[src/rtl/hash_table_pkg.sv]
// Shared definitions for the hash-table requester: op codes, result status codes,
// response flag positions and the request word packer.
package hash_table_pkg;

  localparam logic [1:0] OP_ILLEGAL = 2'b00;
  localparam logic [1:0] OP_READ    = 2'b01;
  localparam logic [1:0] OP_WRITE   = 2'b10;
  localparam logic [1:0] OP_DELETE  = 2'b11;

  typedef enum logic [2:0] {
    ST_OK            = 3'd0,
    ST_KEY_PRESENT   = 3'd1,
    ST_NOT_FOUND     = 3'd2,
    ST_TABLE_FULL    = 3'd3,
    ST_NO_DEL_TARGET = 3'd4,
    ST_PROTO_ERR     = 3'd5
  } status_t;

  // Flag positions are counted down from the response word MSB (1 = MSB).
  localparam int FLAG_KEY_PRESENT_OFS   = 1;
  localparam int FLAG_NOT_FOUND_OFS     = 2;
  localparam int FLAG_NO_SPACE_OFS      = 3;
  localparam int FLAG_NO_DEL_TARGET_OFS = 4;

  localparam int PACK_MAX_KEY  = 32;
  localparam int PACK_MAX_DATA = 64;
  localparam int PACK_MAX_WORD = 128;

  typedef struct packed {
    logic key_present;
    logic not_found;
    logic no_space;
    logic no_del_target;
  } rsp_flags_t;

  // Width-generic packer: the caller truncates the result to its real word width.
  function automatic logic [PACK_MAX_WORD-1:0] pack_req(
    input logic [1:0]               op,
    input logic [PACK_MAX_KEY-1:0]  key,
    input logic [PACK_MAX_DATA-1:0] data,
    input int unsigned              key_w,
    input int unsigned              data_w
  );
    logic [PACK_MAX_WORD-1:0] word;
    word = PACK_MAX_WORD'(op) << (key_w + data_w);
    word = word | (PACK_MAX_WORD'(key) << data_w);
    word = word | PACK_MAX_WORD'(data);
    return word;
  endfunction

  function automatic status_t decode_status(input logic [1:0] op, input rsp_flags_t flags);
    status_t    status;
    logic [2:0] n_set;
    n_set  = 3'(flags.key_present) + 3'(flags.not_found) +
             3'(flags.no_space) + 3'(flags.no_del_target);
    status = ST_PROTO_ERR;
    if (n_set == 3'd0) begin
      status = ST_OK;
    end else if (n_set == 3'd1) begin
      if (op == OP_READ && flags.not_found)
        status = ST_NOT_FOUND;
      else if (op == OP_WRITE && flags.key_present)
        status = ST_KEY_PRESENT;
      else if (op == OP_WRITE && flags.no_space)
        status = ST_TABLE_FULL;
      else if (op == OP_DELETE && flags.no_del_target)
        status = ST_NO_DEL_TARGET;
    end
    return status;
  endfunction

endpackage

[src/rtl/hash_req_tracker_fifo.sv]
// In-order tracker of outstanding commands: synchronous FIFO with wrap-bit pointers,
// accepting a push and a pop in the same cycle even when full.
module hash_req_tracker_fifo #(
  parameter int ENTRY_WIDTH = 7,
  parameter int DEPTH       = 4
) (
  input  logic                   clk,
  input  logic                   rst_n,
  input  logic                   push,
  input  logic [ENTRY_WIDTH-1:0] push_entry,
  input  logic                   pop,
  output logic [ENTRY_WIDTH-1:0] head,
  output logic                   full,
  output logic                   empty
);

  localparam int AW = $clog2(DEPTH);

  logic [ENTRY_WIDTH-1:0] mem [DEPTH];
  logic [AW:0]            wr_ptr;
  logic [AW:0]            rd_ptr;
  logic                   do_push;
  logic                   do_pop;

  assign empty   = (wr_ptr == rd_ptr);
  assign full    = (wr_ptr[AW] != rd_ptr[AW]) && (wr_ptr[AW-1:0] == rd_ptr[AW-1:0]);
  assign do_pop  = pop && !empty;
  // A full FIFO still takes a push when the head leaves in the same cycle.
  assign do_push = push && (!full || do_pop);
  assign head    = mem[rd_ptr[AW-1:0]];

  always_ff @(posedge clk or negedge rst_n) begin
    if (!rst_n) begin
      wr_ptr <= '0;
      rd_ptr <= '0;
      for (int i = 0; i < DEPTH; i++) mem[i] <= '0;
    end else begin
      if (do_push) begin
        mem[wr_ptr[AW-1:0]] <= push_entry;
        wr_ptr              <= wr_ptr + 1'b1;
      end
      if (do_pop) rd_ptr <= rd_ptr + 1'b1;
    end
  end

endmodule

[src/rtl/hash_table_requester.sv]
// Hash-table command initiator: registers host commands onto the request stream, tracks
// them in order, and turns each response into a status result with the original op/key.
module hash_table_requester
  import hash_table_pkg::*;
#(
  parameter  int KEY_WIDTH       = 4,
  parameter  int DATA_WIDTH      = 26,
  parameter  int MAX_OUTSTANDING = 4,
  parameter  int CNT_WIDTH       = 16,
  localparam int W               = 2 + DATA_WIDTH + KEY_WIDTH
) (
  input  logic                  clk,
  input  logic                  reset,
  input  logic                  host_valid_i,
  output logic                  host_ready_o,
  input  logic [1:0]            host_op_i,
  input  logic [KEY_WIDTH-1:0]  host_key_i,
  input  logic [DATA_WIDTH-1:0] host_data_i,
  output logic                  req_valid_o,
  input  logic                  req_ready_i,
  output logic [W-1:0]          req_data_o,
  input  logic                  rsp_valid_i,
  output logic                  rsp_ready_o,
  input  logic [W-1:0]          rsp_data_i,
  output logic                  res_valid_o,
  input  logic                  res_ready_i,
  output logic [2:0]            res_status_o,
  output logic [1:0]            res_op_o,
  output logic [KEY_WIDTH-1:0]  res_key_o,
  output logic [DATA_WIDTH-1:0] res_data_o,
  output logic [CNT_WIDTH-1:0]  issued_cnt_o,
  output logic [CNT_WIDTH-1:0]  err_cnt_o,
  output logic                  orphan_o
);

  typedef struct packed {
    logic                 is_local;
    logic [1:0]           op;
    logic [KEY_WIDTH-1:0] key;
  } entry_t;

  entry_t                push_entry;
  entry_t                head;
  logic                  full;
  logic                  empty;
  logic                  host_fire;
  logic                  host_legal;
  logic                  req_fire;
  logic                  rsp_fire;
  logic                  orphan_fire;
  logic                  can_load;
  logic                  res_load;
  logic [W-1:0]          req_word;
  logic [DATA_WIDTH-1:0] data_eff;
  rsp_flags_t            flags;
  status_t               next_status;
  logic [DATA_WIDTH-1:0] next_data;
  logic [1:0]            err_inc;
  logic                  rsp_unused;

  function automatic logic [CNT_WIDTH-1:0] sat_add(input logic [CNT_WIDTH-1:0] cnt,
                                                   input logic [1:0]           inc);
    logic [CNT_WIDTH:0] sum;
    sum = {1'b0, cnt} + (CNT_WIDTH+1)'(inc);
    return sum[CNT_WIDTH] ? '1 : sum[CNT_WIDTH-1:0];
  endfunction

  assign host_ready_o = !full && (!req_valid_o || req_ready_i);
  assign host_fire    = host_valid_i && host_ready_o;
  assign host_legal   = (host_op_i != OP_ILLEGAL);
  assign req_fire     = req_valid_o && req_ready_i;
  assign can_load     = !res_valid_o || res_ready_i;

  // A local (illegal-op) head owns the result slot, so responses wait behind it.
  assign rsp_ready_o  = empty ? 1'b1 : (can_load && !head.is_local);
  assign rsp_fire     = rsp_valid_i && rsp_ready_o;
  assign orphan_fire  = rsp_fire && empty;
  assign res_load     = !empty && can_load && (head.is_local || rsp_valid_i);

  assign data_eff   = (host_op_i == OP_WRITE) ? host_data_i : '0;
  assign req_word   = W'(pack_req(host_op_i, PACK_MAX_KEY'(host_key_i), PACK_MAX_DATA'(data_eff),
                                  KEY_WIDTH, DATA_WIDTH));
  assign push_entry = '{is_local: !host_legal, op: host_op_i, key: host_key_i};

  assign flags = '{key_present:   rsp_data_i[W-FLAG_KEY_PRESENT_OFS],
                   not_found:     rsp_data_i[W-FLAG_NOT_FOUND_OFS],
                   no_space:      rsp_data_i[W-FLAG_NO_SPACE_OFS],
                   no_del_target: rsp_data_i[W-FLAG_NO_DEL_TARGET_OFS]};
  assign rsp_unused = ^rsp_data_i[W-5:DATA_WIDTH];

  always_comb begin
    next_status = head.is_local ? ST_PROTO_ERR : decode_status(head.op, flags);
    next_data   = '0;
    if (!head.is_local && next_status == ST_OK && head.op == OP_READ)
      next_data = rsp_data_i[DATA_WIDTH-1:0];
  end

  assign err_inc = 2'(res_load && (next_status != ST_OK)) + 2'(orphan_fire);

  hash_req_tracker_fifo #(
    .ENTRY_WIDTH ($bits(entry_t)),
    .DEPTH       (MAX_OUTSTANDING)
  ) u_tracker (
    .clk        (clk),
    .rst_n      (reset),
    .push       (host_fire),
    .push_entry (push_entry),
    .pop        (res_load),
    .head       (head),
    .full       (full),
    .empty      (empty)
  );

  // Illegal ops are tracked but never reach the table stream.
  always_ff @(posedge clk or negedge reset) begin
    if (!reset) begin
      req_valid_o <= 1'b0;
      req_data_o  <= '0;
    end else if (host_fire && host_legal) begin
      req_valid_o <= 1'b1;
      req_data_o  <= req_word;
    end else if (req_fire) begin
      req_valid_o <= 1'b0;
    end
  end

  always_ff @(posedge clk or negedge reset) begin
    if (!reset) begin
      res_valid_o  <= 1'b0;
      res_status_o <= '0;
      res_op_o     <= '0;
      res_key_o    <= '0;
      res_data_o   <= '0;
    end else if (res_load) begin
      res_valid_o  <= 1'b1;
      res_status_o <= next_status;
      res_op_o     <= head.op;
      res_key_o    <= head.key;
      res_data_o   <= next_data;
    end else if (res_ready_i) begin
      res_valid_o  <= 1'b0;
    end
  end

  always_ff @(posedge clk or negedge reset) begin
    if (!reset) begin
      issued_cnt_o <= '0;
      err_cnt_o    <= '0;
      orphan_o     <= 1'b0;
    end else begin
      issued_cnt_o <= sat_add(issued_cnt_o, {1'b0, req_fire});
      err_cnt_o    <= sat_add(err_cnt_o, err_inc);
      if (orphan_fire) orphan_o <= 1'b1;
    end
  end

endmodule

[config.mk]
export PLATFORM = sky130hd
export DESIGN_NAME = hash_table_requester
export DESIGN_NICKNAME = d
export VERILOG_FILES = /design/src/rtl/hash_table_pkg.sv /design/src/rtl/hash_req_tracker_fifo.sv /design/src/rtl/hash_table_requester.sv
export SDC_FILE = /design/constraint.sdc
export NUM_CORES = 1
export LEC_CHECK = 0
export BUFFER_PORTS_ARGS = -buffer_cell sky130_fd_sc_hd__buf_2
export CORE_ASPECT_RATIO = 0.8
export CORE_UTILIZATION = 35
export CTS_CLUSTER_DIAMETER = 200
export DETAILED_ROUTE_END_ITERATION = 8
export GPL_ROUTABILITY_DRIVEN = 0
export GPL_TIMING_DRIVEN = 0
export HOLD_SLACK_MARGIN = 0.08
export PLACE_DENSITY = 0.59
export SETUP_SLACK_MARGIN = 0.3
export SYNTH_ARGS = -nofsm -noshare
export SYNTH_HDL_FRONTEND = slang
export SYNTH_SLANG_ARGS = --single-unit
[constraint.sdc]
create_clock -name clk -period 3.9 [get_ports clk]
set_input_delay 0.78 -clock clk [delete_from_list [all_inputs] [get_ports clk]]
set_output_delay 0.78 -clock clk [all_outputs]
set_load 0.02 [all_outputs]
==> metrics.yaml <==
grt:
  grt_overflow: 0
  gr-usage-all-layers: 0.175
  grt_max_degree: 79
  grt_pass1_wl_mm: 24.2
  grt_pass1_vias: 4583
  grt_antenna_before_repair: 1
drt:
  ant_nets: 0
  drt_pre_antenna_iters: 4
  vias: 4514
  wire_per_inst_um: 16.5
  post-route-drc-count: 0
  routed_wl_mm: 15.0
  avgViaCountPerCell: 4.98
  drtIter0Drc: 216
power:
  leakage_nw: 3.90
  p_total_mw: 6.46
  irDropWorstVdd_uv: 339
  power.density_nw_per_um2: 811
synthesis:
  synthCells: 483
  yosysSeqAreaShare: 0.554
  avgSynthCellArea_um2: 12.7
  synth_cell_types: 46
  dominantRegCellSynth: "dfrtp_1"
  ys_ff_latch: 136
  synthArstFlopShare: 1.00
  syn_nets: 565
  syn_area_um2: 6140
  synth_edf_count: 0
  ys_warn_count: 0
timing:
  finalMaxSlewViolations: 0
  skew_ns: 0.00833
  fin_crit_sh: 0.891
  setup_violations: 0
  rsz0062_at_grt: "false"
  period_minus_slack_ns: 3.47
  holdWs_ns: 0.327
  hold_violations: 0
  fmax_mhz: 288
  relSlewSlack: 0.563
  totalNegativeSetupSlack_ns: 0
  worst_pin_slew_ns: 0.656
layout:
  layout.nets: 755
  fillers: 1542
  final_common_cell: "buf_2"
  stdcell_area_um2: 7970
  antennaDiodeCount: 0
  area_growth_pct: 29.7
  instances_no_fill: 906
  layout-drive-gt1-share: 0.436
  layout_common_cells: "177 x buf_2, 136 x dfrtp_1, 40 x mux2_2, 36 x nand3_1, 30 x nand2_1"
job:
  cap_violations: 0
die:
  die_x_um: 150
  die_area_um2: 18100
  ios: 174
  start_util: 0.364
  core.rowCount: 42
  die_y_um: 120
  coreArea_um2: 16900
place:
  dp.cells: 873
  placed_area_um2: 7350
  post-dp-hpwl_mm: 10.8
  numPortBuffers: 169
cts:
  clock_latency_ns: 0.42
  cts-root-buf: "clkbuf_16"
  cts_tree: "done"
  clk_pin_slew_ns: 0.06
  numCtsBuffers: 17
  cts.sinks: 136
  cts.path.max_buffers: 2
  htreeDepth: 4
hold_path:
  hp-class: "in2async"
setup_path:
  startpoint_type: "input pin"
  cp.required_ns: 4.19
  worstPathMaxFanout: 10
  critical_path_class: "in2reg"
  cp-end-kind: "register"
  cp.arrival_ns: 3.76
status:
  status: "complete, no violations"
## synth_stat cells, drive strengths merged, types with 4 or more instances
master | count | area share
a21oi | 5 | 0.0041
a22o | 28 | 0.040
a31oi | 9 | 0.0092
and3 | 4 | 0.0041
buf | 15 | 0.015
clkbuf | 11 | 0.0067
dfrtp | 136 | 0.55
ha | 10 | 0.020
inv | 15 | 0.0092
mux2 | 41 | 0.076
mux2i | 7 | 0.011
mux4 | 7 | 0.026
nand2 | 30 | 0.018
nand2b | 10 | 0.010
nand3 | 38 | 0.031
nand4 | 5 | 0.0051
nor2 | 10 | 0.0061
nor2b | 4 | 0.0041
nor3 | 9 | 0.0073
o21ai | 10 | 0.0081
o2bb2ai | 27 | 0.059
xnor2 | 18 | 0.026
xor2 | 7 | 0.010
## state kept, by name (all words and copies together), names as in the netlist
register / cells
req_data_o: 32
err_cnt_o: 16
res_key_o: 4
req_valid_o: 1
orphan_o: 1
res_valid_o: 1
res_op_o: 2
u_tracker.mem: 28
issued_cnt_o: 16
u_tracker.wr_ptr: 3
u_tracker.rd_ptr: 3
res_data_o: 26
res_status_o: 3
## layer usage
layer,GRT usage,share of wire,up-vias
met1,0.239,0.48,2261
met3,0.0442,0.039,13
li1,-,-,2156
met2,0.269,0.47,82
met5,0,0.0011,-
met4,0.0593,0.0099,2
## critical path, stage by stage
cell	delay [ns]
buf_2	0.09
inv_1	0.05
fa_1	0.52
inv_1	0.04
ha_1	0.18
ha_1	0.30
or3_4	0.38
a31oi_2	0.16
a21oi_2	0.09
fa_2	0.44
ha_4	0.19
nand3_4	0.11
nor3_4	0.07
nand3_2	0.10
clkbuf_8	0.17
o21ai_0	0.09
## final timing paths
path                                     startpoint          endpoint  slack [ns]  depth (start not counted)
worst max-delay path                 rsp_data_i[28]      err_cnt_o[8]        0.43                         16
worst min-delay path                          reset     req_data_o[8]        0.33                          1
worst max register to register  u_tracker.rd_ptr[1]      err_cnt_o[8]        0.50                         14
worst min register to register             orphan_o          orphan_o        0.46                          1
max in group asynchronous                     reset  u_tracker.mem[9]        2.77                          2
min in group clk                           orphan_o          orphan_o        0.46                          1
## metrics by stage
stage	worst slack, ns	util
final	0.427	0.472
after global routing	0.296	0.472
after global placement	-0.00284	0.434
after CTS	0.303	0.470
after floorplan	0.302	-
after detailed placement	-0.0216	0.436
## repair_timing
action                                  4_1_cts  5_1_grt
resized for setup                             2        6
endpoints found under the setup margin        4       16
setup buffers                                 0        1
hold buffers                                  0        0
pin swaps                                     0        2
## power by group
part / internal, mW / leakage [nW] / switching (mW)
Combinational: 1.15 / 1.88 / 1.51
Sequential: 1.91 / 1.74 / 0.350
Clock: 0.919 / 0.281 / 0.628
## logic make-up after synthesis
family | Yosys count | synth area share
xor gates and xnor gates | 25 | 0.0357
and+or+nand+nor | 126 | 0.106
buffers and inverters | 41 | 0.0314
muxes | 55 | 0.113
AOI/OAI and AO/OA | 88 | 0.133
adders and majority gates | 12 | 0.0269
DFF | 136 | 0.554
## cell type report
| cell class | instances | area (um2) | area share |
|---|---|---|---|
| plain buffers | 26 | 153 | 0.0192 |
| clock buffers | 20 | 457 | 0.0573 |
| clock inverters | 12 | 118 | 0.0148 |
| inverters | 15 | 56.3 | 0.00707 |
| multi-input cells | 306 | 2620 | 0.329 |
| flip-flops and latches | 136 | 3400 | 0.427 |
| well taps | 220 | 275 | 0.0345 |
| repair buffers | 171 | 887 | 0.111 |
No activity file was read; power rests on OpenSTA's default activity.
